### config.mk
export PLATFORM = sky130hd
export DESIGN_NAME = rx_bit_timer
export DESIGN_NICKNAME = d
export VERILOG_FILES = /design/src/rtl/rx_bit_timer.sv
export SDC_FILE = /design/constraint.sdc
export NUM_CORES = 1
export LEC_CHECK = 0
export ABC_AREA = 1
export CORE_AREA = 3 3 40 42
export CTS_BUF_LIST = sky130_fd_sc_hd__clkbuf_16
export CTS_CLUSTER_DIAMETER = 40
export DETAILED_ROUTE_END_ITERATION = 8
export DIE_AREA = 0 0 43 45
export PLACE_DENSITY_LB_ADDON = 0.12
export SLEW_MARGIN = 0
export SYNTH_ARGS = -nofsm -noshare
export SYNTH_HDL_FRONTEND = slang
export SYNTH_SLANG_ARGS = --single-unit
### constraint.sdc
create_clock -name clk -period 1.5 [get_ports clk]
set_input_delay 0.15 -clock clk [delete_from_list [all_inputs] [get_ports clk]]
set_output_delay 0.15 -clock clk [all_outputs]
set_load 0.005 [all_outputs]
### src/rtl/rx_bit_timer.sv
// Receive bit timer: recovers the bit clock from oversampled line edges,
// strobes shift_enable once per bit, frames bytes and flags stuff violations.
module rx_bit_timer #(
  parameter int OSR           = 8,
  parameter int SAMPLE_PHASE  = 3,
  parameter int BITS_PER_BYTE = 8,
  parameter int MAX_RUN       = 6
) (
  input  logic                                 clk,
  input  logic                                 n_rst,
  input  logic                                 rcving,
  input  logic                                 d_edge,
  input  logic                                 stuff_bit,
  output logic                                 shift_enable,
  output logic                                 byte_received,
  output logic [$clog2(BITS_PER_BYTE+1)-1:0]   bit_cnt,
  output logic                                 run_err
);

  localparam int PH_W  = $clog2(OSR);
  localparam int CNT_W = $clog2(BITS_PER_BYTE + 1);
  localparam int RUN_W = $clog2(MAX_RUN + 2);

  localparam logic [PH_W-1:0]  PH_LAST   = PH_W'(OSR - 1);
  localparam logic [PH_W-1:0]  PH_SAMPLE = PH_W'(SAMPLE_PHASE);
  localparam logic [CNT_W-1:0] CNT_LAST  = CNT_W'(BITS_PER_BYTE - 1);
  localparam logic [RUN_W-1:0] RUN_LIMIT = RUN_W'(MAX_RUN);
  localparam logic [RUN_W-1:0] RUN_SAT   = RUN_W'(MAX_RUN + 1);

  logic [PH_W-1:0]  ph;
  logic [RUN_W-1:0] run_cnt;
  logic             count_bit;
  logic             last_bit;

  // Moore strobe from the registered phase, so an edge in this cycle never cancels it
  assign shift_enable = rcving && (ph == PH_SAMPLE);
  assign count_bit    = shift_enable && !stuff_bit;
  assign last_bit     = count_bit && (bit_cnt == CNT_LAST);

  always_ff @(posedge clk) begin
    if (!n_rst || !rcving) begin
      ph <= '0;
    end else if (d_edge || ph == PH_LAST) begin
      ph <= '0;
    end else begin
      ph <= ph + PH_W'(1);
    end
  end

  always_ff @(posedge clk) begin
    if (!n_rst || !rcving) begin
      bit_cnt       <= '0;
      byte_received <= 1'b0;
    end else begin
      byte_received <= last_bit;
      if (last_bit) begin
        bit_cnt <= '0;
      end else if (count_bit) begin
        bit_cnt <= bit_cnt + CNT_W'(1);
      end
    end
  end

  // Saturating count of samples since the last edge; the error is sticky per packet
  always_ff @(posedge clk) begin
    if (!n_rst || !rcving) begin
      run_cnt <= '0;
      run_err <= 1'b0;
    end else begin
      if (shift_enable && run_cnt == RUN_LIMIT) begin
        run_err <= 1'b1;
      end
      if (d_edge) begin
        run_cnt <= '0;
      end else if (shift_enable && run_cnt != RUN_SAT) begin
        run_cnt <= run_cnt + RUN_W'(1);
      end
    end
  end

endmodule

After elaboration in Yosys (flattened, before gate mapping). Cells that the tools add are included. Widths: inputs -> output; s select.

Bits in registers: 12. Latch bits: 0. Bits in writable memories: 0. Bits in read-only memories: 0. Input port bits: 5. Output and inout port bits: 7. Logic and storage cells: 26. Memories: 0.

Add/subtract/negate cells: 3. Multipliers: 0. Divide/modulo/power cells: 0. Order comparisons: 0. Equal/unequal tests: 5. Shifts and indexed selects: 0. Mux-type cells: 0. Bitwise logic cells: 0. Reductions and logical operators: 13.

Operators with widths (count): $add 3x1->3 const B (2); $eq 3x3->1 const B (2); $reduce_or 2->1 (3); $logic_and 1x1->1 (5); $add 4x1->4 const B (1); $eq 4x3->1 const B (1); $eq 3x2->1 const B (1); $logic_not 1->1 (3); $ne 3x3->1 const B (1); $logic_or 1x1->1 (2).

Logic depth before layout (Yosys ltp). Gate-level depths: netlist of run 1.

Depth in word-level cells: 5. Depth in mapped cells: 8. Gate-level depth less buffers: 8.

Worst setup path before layout of run 1. Ideal clock, no wire load.

Path kind: flip-flop to flip-flop. Start: register ph[0]. End: register run_cnt[2]. Library setup time: 0.116 ns. Data arrival time: 1.094 ns. Data required time: 1.384 ns. Slack: 0.290 ns. Cell stages (with the launch flop): 8. Buffers on the path: 0. Clock period less this slack: 1.210 ns. Cell sequence: dfxtp_1 ha_1 ha_1 nand2_1 nor2_1 inv_1 nor2_1 nor2_1.

Cells in the longest elaborated chain, start to end: 3.

Ends and longest elaborated chain: start: declaration (RTL line 30) `logic [PH_W-1:0] ph;`; start signal: assignment (RTL line 46) `ph <= ph + PH_W'(1);`; $eq 3x2->1 (RTL line 36) `assign shift_enable = rcving && (ph == PH_SAMPLE);`; $logic_and 1x1->1 (RTL line 36); $logic_and 1x1->1 (RTL line 75) `end else if (shift_enable && run_cnt != RUN_SAT) begin`; end signal: assignment (RTL line 76) `run_cnt <= run_cnt + RUN_W'(1);`; end: declaration (RTL line 31) `logic [RUN_W-1:0] run_cnt;`.

Every way passes these cells. A chain may end at the register's enable or synchronous reset.

Worst setup path after layout of run 1.
Start: register ph[0]. End: output shift_enable.

Cells in the longest elaborated chain, start to end: 2.

Ends and longest elaborated chain: $eq 3x2->1 (RTL line 36); $logic_and 1x1->1 (RTL line 36); end: declaration (RTL line 14) `output logic shift_enable,`.

Every way passes these cells.

==> results of run 1 <==
## final timing paths
| kind | from | slack [ns] | to |
|---|---|---|---|
| worst min-delay path | ph[0] | 0.40 | ph[0] |
| worst max register to register | ph[0] | 0.09 | bit_cnt[3] |
| worst min register to register | ph[0] | 0.40 | ph[0] |
| worst max-delay path | ph[0] | 0.08 | shift_enable |
## cells by family after synthesis
kind of cell,Yosys count,synth area share [%]
flip-flops,12,43.24
AO/OA/AOI/OAI,8,7.433
AND/OR/NAND/NOR,33,25.45
buffers and inverters,12,8.108
adder cells (fa/ha/maj),7,15.77
## timing repair
| item | CTS | global route |
|---|---|---|
| endpoints found under the hold margin | 0 | 0 |
| gates resized for setup | 3 | 7 |
| pin swaps | 1 | 4 |
| buffers inserted | 1 | 2 |
| cloned | 0 | 0 |
| endpoints found under the setup margin | 4 | 5 |
## flip-flops by register name (all words and copies together) (netlist names)
signal / flops
run_err: 1
byte_received: 1
run_cnt: 3
ph: 3
bit_cnt: 4
## through the flow
step	hold slack, ns	area, µm²	worst slack (ns)
2_1_floorplan	0.3052	555.5	0.2899
3_3_place_gp	0.4133	691.9	0.05373
3_5_place_dp	0.4109	691.9	0.001032
4_1_cts	0.4206	778.2	0.008187
5_1_grt	0.4180	820.8	0.002796
6_report	0.3994	820.8	0.08062
## Yosys cell counts, drive strengths merged
cell    n  share of area (%)
inv    12                8.1
or2     1                1.1
o21ai   2                1.8
ha      7                 16
nand3   2                1.8
a21oi   5                4.5
nor2   13                 11
a31oi   1                1.1
dfxtp  12                 43
nand2  17                 12
## cell usage in the layout, fill, tap and decap left out, drive strengths merged
cell type | Yosys | routed
a21oi | 5 | 5
a31oi | 1 | 1
buf | 0 | 4
clkbuf | 0 | 3
clkdlybuf4s50 | 0 | 10
dfxtp | 12 | 12
dlygate4sd2 | 0 | 1
ha | 7 | 7
inv | 12 | 12
nand2 | 17 | 17
nand3 | 2 | 2
nor2 | 13 | 13
o21ai | 2 | 2
or2 | 1 | 1
## where the power goes
group          leakage, nW  total [mW]  switching, mW  internal, mW
Combinational        0.209      0.0244         0.0113        0.0131
Clock               0.0370       0.474          0.127         0.346
Sequential          0.0972       0.323       0.000686         0.322
## area by class of cell
| cell class | instances | share of cell area [%] |
|---|---|---|
| Inverter | 12 | 5.488 |
| Multi-Input combinational cell | 48 | 36.28 |
| Clock buffer | 3 | 9.146 |
| Sequential cell | 12 | 29.42 |
| Tap cell | 15 | 2.287 |
| Timing Repair Buffer | 15 | 17.38 |
## worst max-delay path, stage by stage, from the launching register on
cell and delay [ns]:
sky130_fd_sc_hd__dfxtp_2 0.31, sky130_fd_sc_hd__ha_2 0.20, sky130_fd_sc_hd__ha_4 0.16, sky130_fd_sc_hd__nand2_2 0.06, sky130_fd_sc_hd__inv_1 0.05, sky130_fd_sc_hd__dlygate4sd2_1 0.25
## layer usage
layer  wire (µm)  global-route usage (%)
met4          23                   7.229
met1         474                   12.38
met2         516                   19.76
met3          66                   3.984
met5           0                       0
==> impl_summary.md, run 1 <==
STA
The number of failing hold endpoints at the final stage is 0. The maximum clock rate is 704.5 MHz. The setup TNS is 0 ns. Setup violations remaining at the end of the flow were counted as 0. The normalized max-slew margin is between 80% and 90%. Setup repair after global routing left no endpoint under its margin. The final clock period utilization by the worst path is a little over nine tenths. The worst-margin pin slew is 0.2874 ns. The max-slew violation count came to 0. The time the worst path needs with I/O delays and setup is about 1.4 ns. The worst setup skew after layout is around 0.0010 ns.

Drt
After detailed routing, the number of vias per cell comes to 4.686. The DRC violation total after the first TritonRoute iteration is 2. For this run, design rule violations remaining after detail routing come to 0. In the final routed layout, each cell accounts on average for 10.29 µm. In this run the remaining antenna-violating nets after routing total 0. Across all layers, the routed design uses between 400 and 500 vias.

After detailed routing, the total wire length is 1.080 mm. For this run, the detailed router's first-pass iteration total came to 2.

Setup path
The worst setup path is of the reg -> out kind. STA puts the critical path data required time at approximately 1.4 ns. The worst endpoint data arrival time is around 1.3 ns.

The logic depth of the worst register-to-register path is 8. The kind of launch point of the worst setup path is a register. Along the worst path, the maximum fanout reaches 3. The kind of end point of the critical path is an output pin.

Yosys
The sequential-to-total area share from yosys stat is a little over two fifths. The number of warnings reported in the yosys synthesis log is 0. The count of unique library cells instantiated by Yosys is 13. The post-synthesis area per instance is approximately 7.7 µm². Synthesis handed over a netlist of between 70 and 80 instances. The synthesized netlist occupies a cell area of roughly 560 µm².

When the netlist entered floorplanning its net count stood at 84. The number of register bits inferred by synthesis is 12.

Pwr
The power density normalized to cell area is approximately 1000 nW/µm². The worst vdd rail ir drop is between 600 and 700 µV. The total chip power is slightly above 800 µW. The static power due to leakage is 0.3429 nW.

Floorplanning
The die is 43 µm wide. The core region is about 1300 µm². The die covers between 1500 and 2000 µm². The starting density of the core is 43.23%. During I/O placement, the number of pins put on the boundary was 12. The die is 45 µm tall. Row generation in the floorplan step produced 13 rows.

Layout
The layout-stage area growth over the synthesis result is 47.75%. The layout has between 100 and 150 filler cells. The repair_antennas step left the layout with diodes totalling 0. Leaving out filler cells and counting taps, the final layout contains 105.

Summing all multi-input logic gate instances after layout gives 297.8 µm². The register area is 241.5 µm². In the final design database the tool counted 104 nets. Cells fill 63.88% of the core in the end.

The share of cells above drive strength 1 is between 15 and 20%.

Global routing
The initial antenna violation count is 0. Global routing used 11.60% of the available tracks across all layers. The maximum number of pins on one net before global-route repair is 9. The overflow left after global routing is 0. The wire length of the first global-routing pass is 1.628 mm. The number of global-route vias before repair came to slightly above 400.

Clocking
The maximum buffer depth of the clock tree is 2. Clock latency on the worst-skew pair, taken at its later pin, is roughly 0.24 ns. The clock tree from TritonCTS is built. After clock tree synthesis, the clock-pin slew on the worst setup and hold paths is 0.04 ns.

The tree is rooted in a sky130_fd_sc_hd__clkbuf_16. The number of hold-repair buffers added at the cts stage is 0. The TritonCTS buffer count is 3. The clock net sink count is 12.

The depth of the CTS H-tree is 1.

Status
The run finished with clean final reports.

Place
In this run, placement finished with an instance count of around 100. The routability-driven placement congestion ratio is just under 0.7. The post-detailed-placement half-perimeter wirelength is a little under 800 µm.

The count of port buffers added during placement is 11.

Run
Across the run, the number of max-cap violations was 0.

Hold path
The class of the worst hold path is reg -> reg. Along the worst hold path, the cell count comes to 1.
Power figures use the tool's default switching activity.
==> run 2: changes to the inputs <==
--- a/config.mk
+++ b/config.mk
@@ -12,7 +12,6 @@
 export DETAILED_ROUTE_END_ITERATION = 8
 export DIE_AREA = 0 0 43 45
 export PLACE_DENSITY_LB_ADDON = 0.12
-export SLEW_MARGIN = 0
 export SYNTH_ARGS = -nofsm -noshare
 export SYNTH_HDL_FRONTEND = slang
 export SYNTH_SLANG_ARGS = --single-unit
==> results of run 2 <==
Same layout as run 1: the final DEF is identical, and so are final timing and power.
==> run 3: changes to the inputs <==
--- a/config.mk
+++ b/config.mk
@@ -11,6 +11,7 @@
 export CTS_CLUSTER_DIAMETER = 40
 export DETAILED_ROUTE_END_ITERATION = 8
 export DIE_AREA = 0 0 43 45
+export GPL_ROUTABILITY_DRIVEN = 1
 export PLACE_DENSITY_LB_ADDON = 0.12
 export SYNTH_ARGS = -nofsm -noshare
 export SYNTH_HDL_FRONTEND = slang
==> results of run 3 <==
Same layout as run 1: the final DEF is identical, and so are final timing and power.
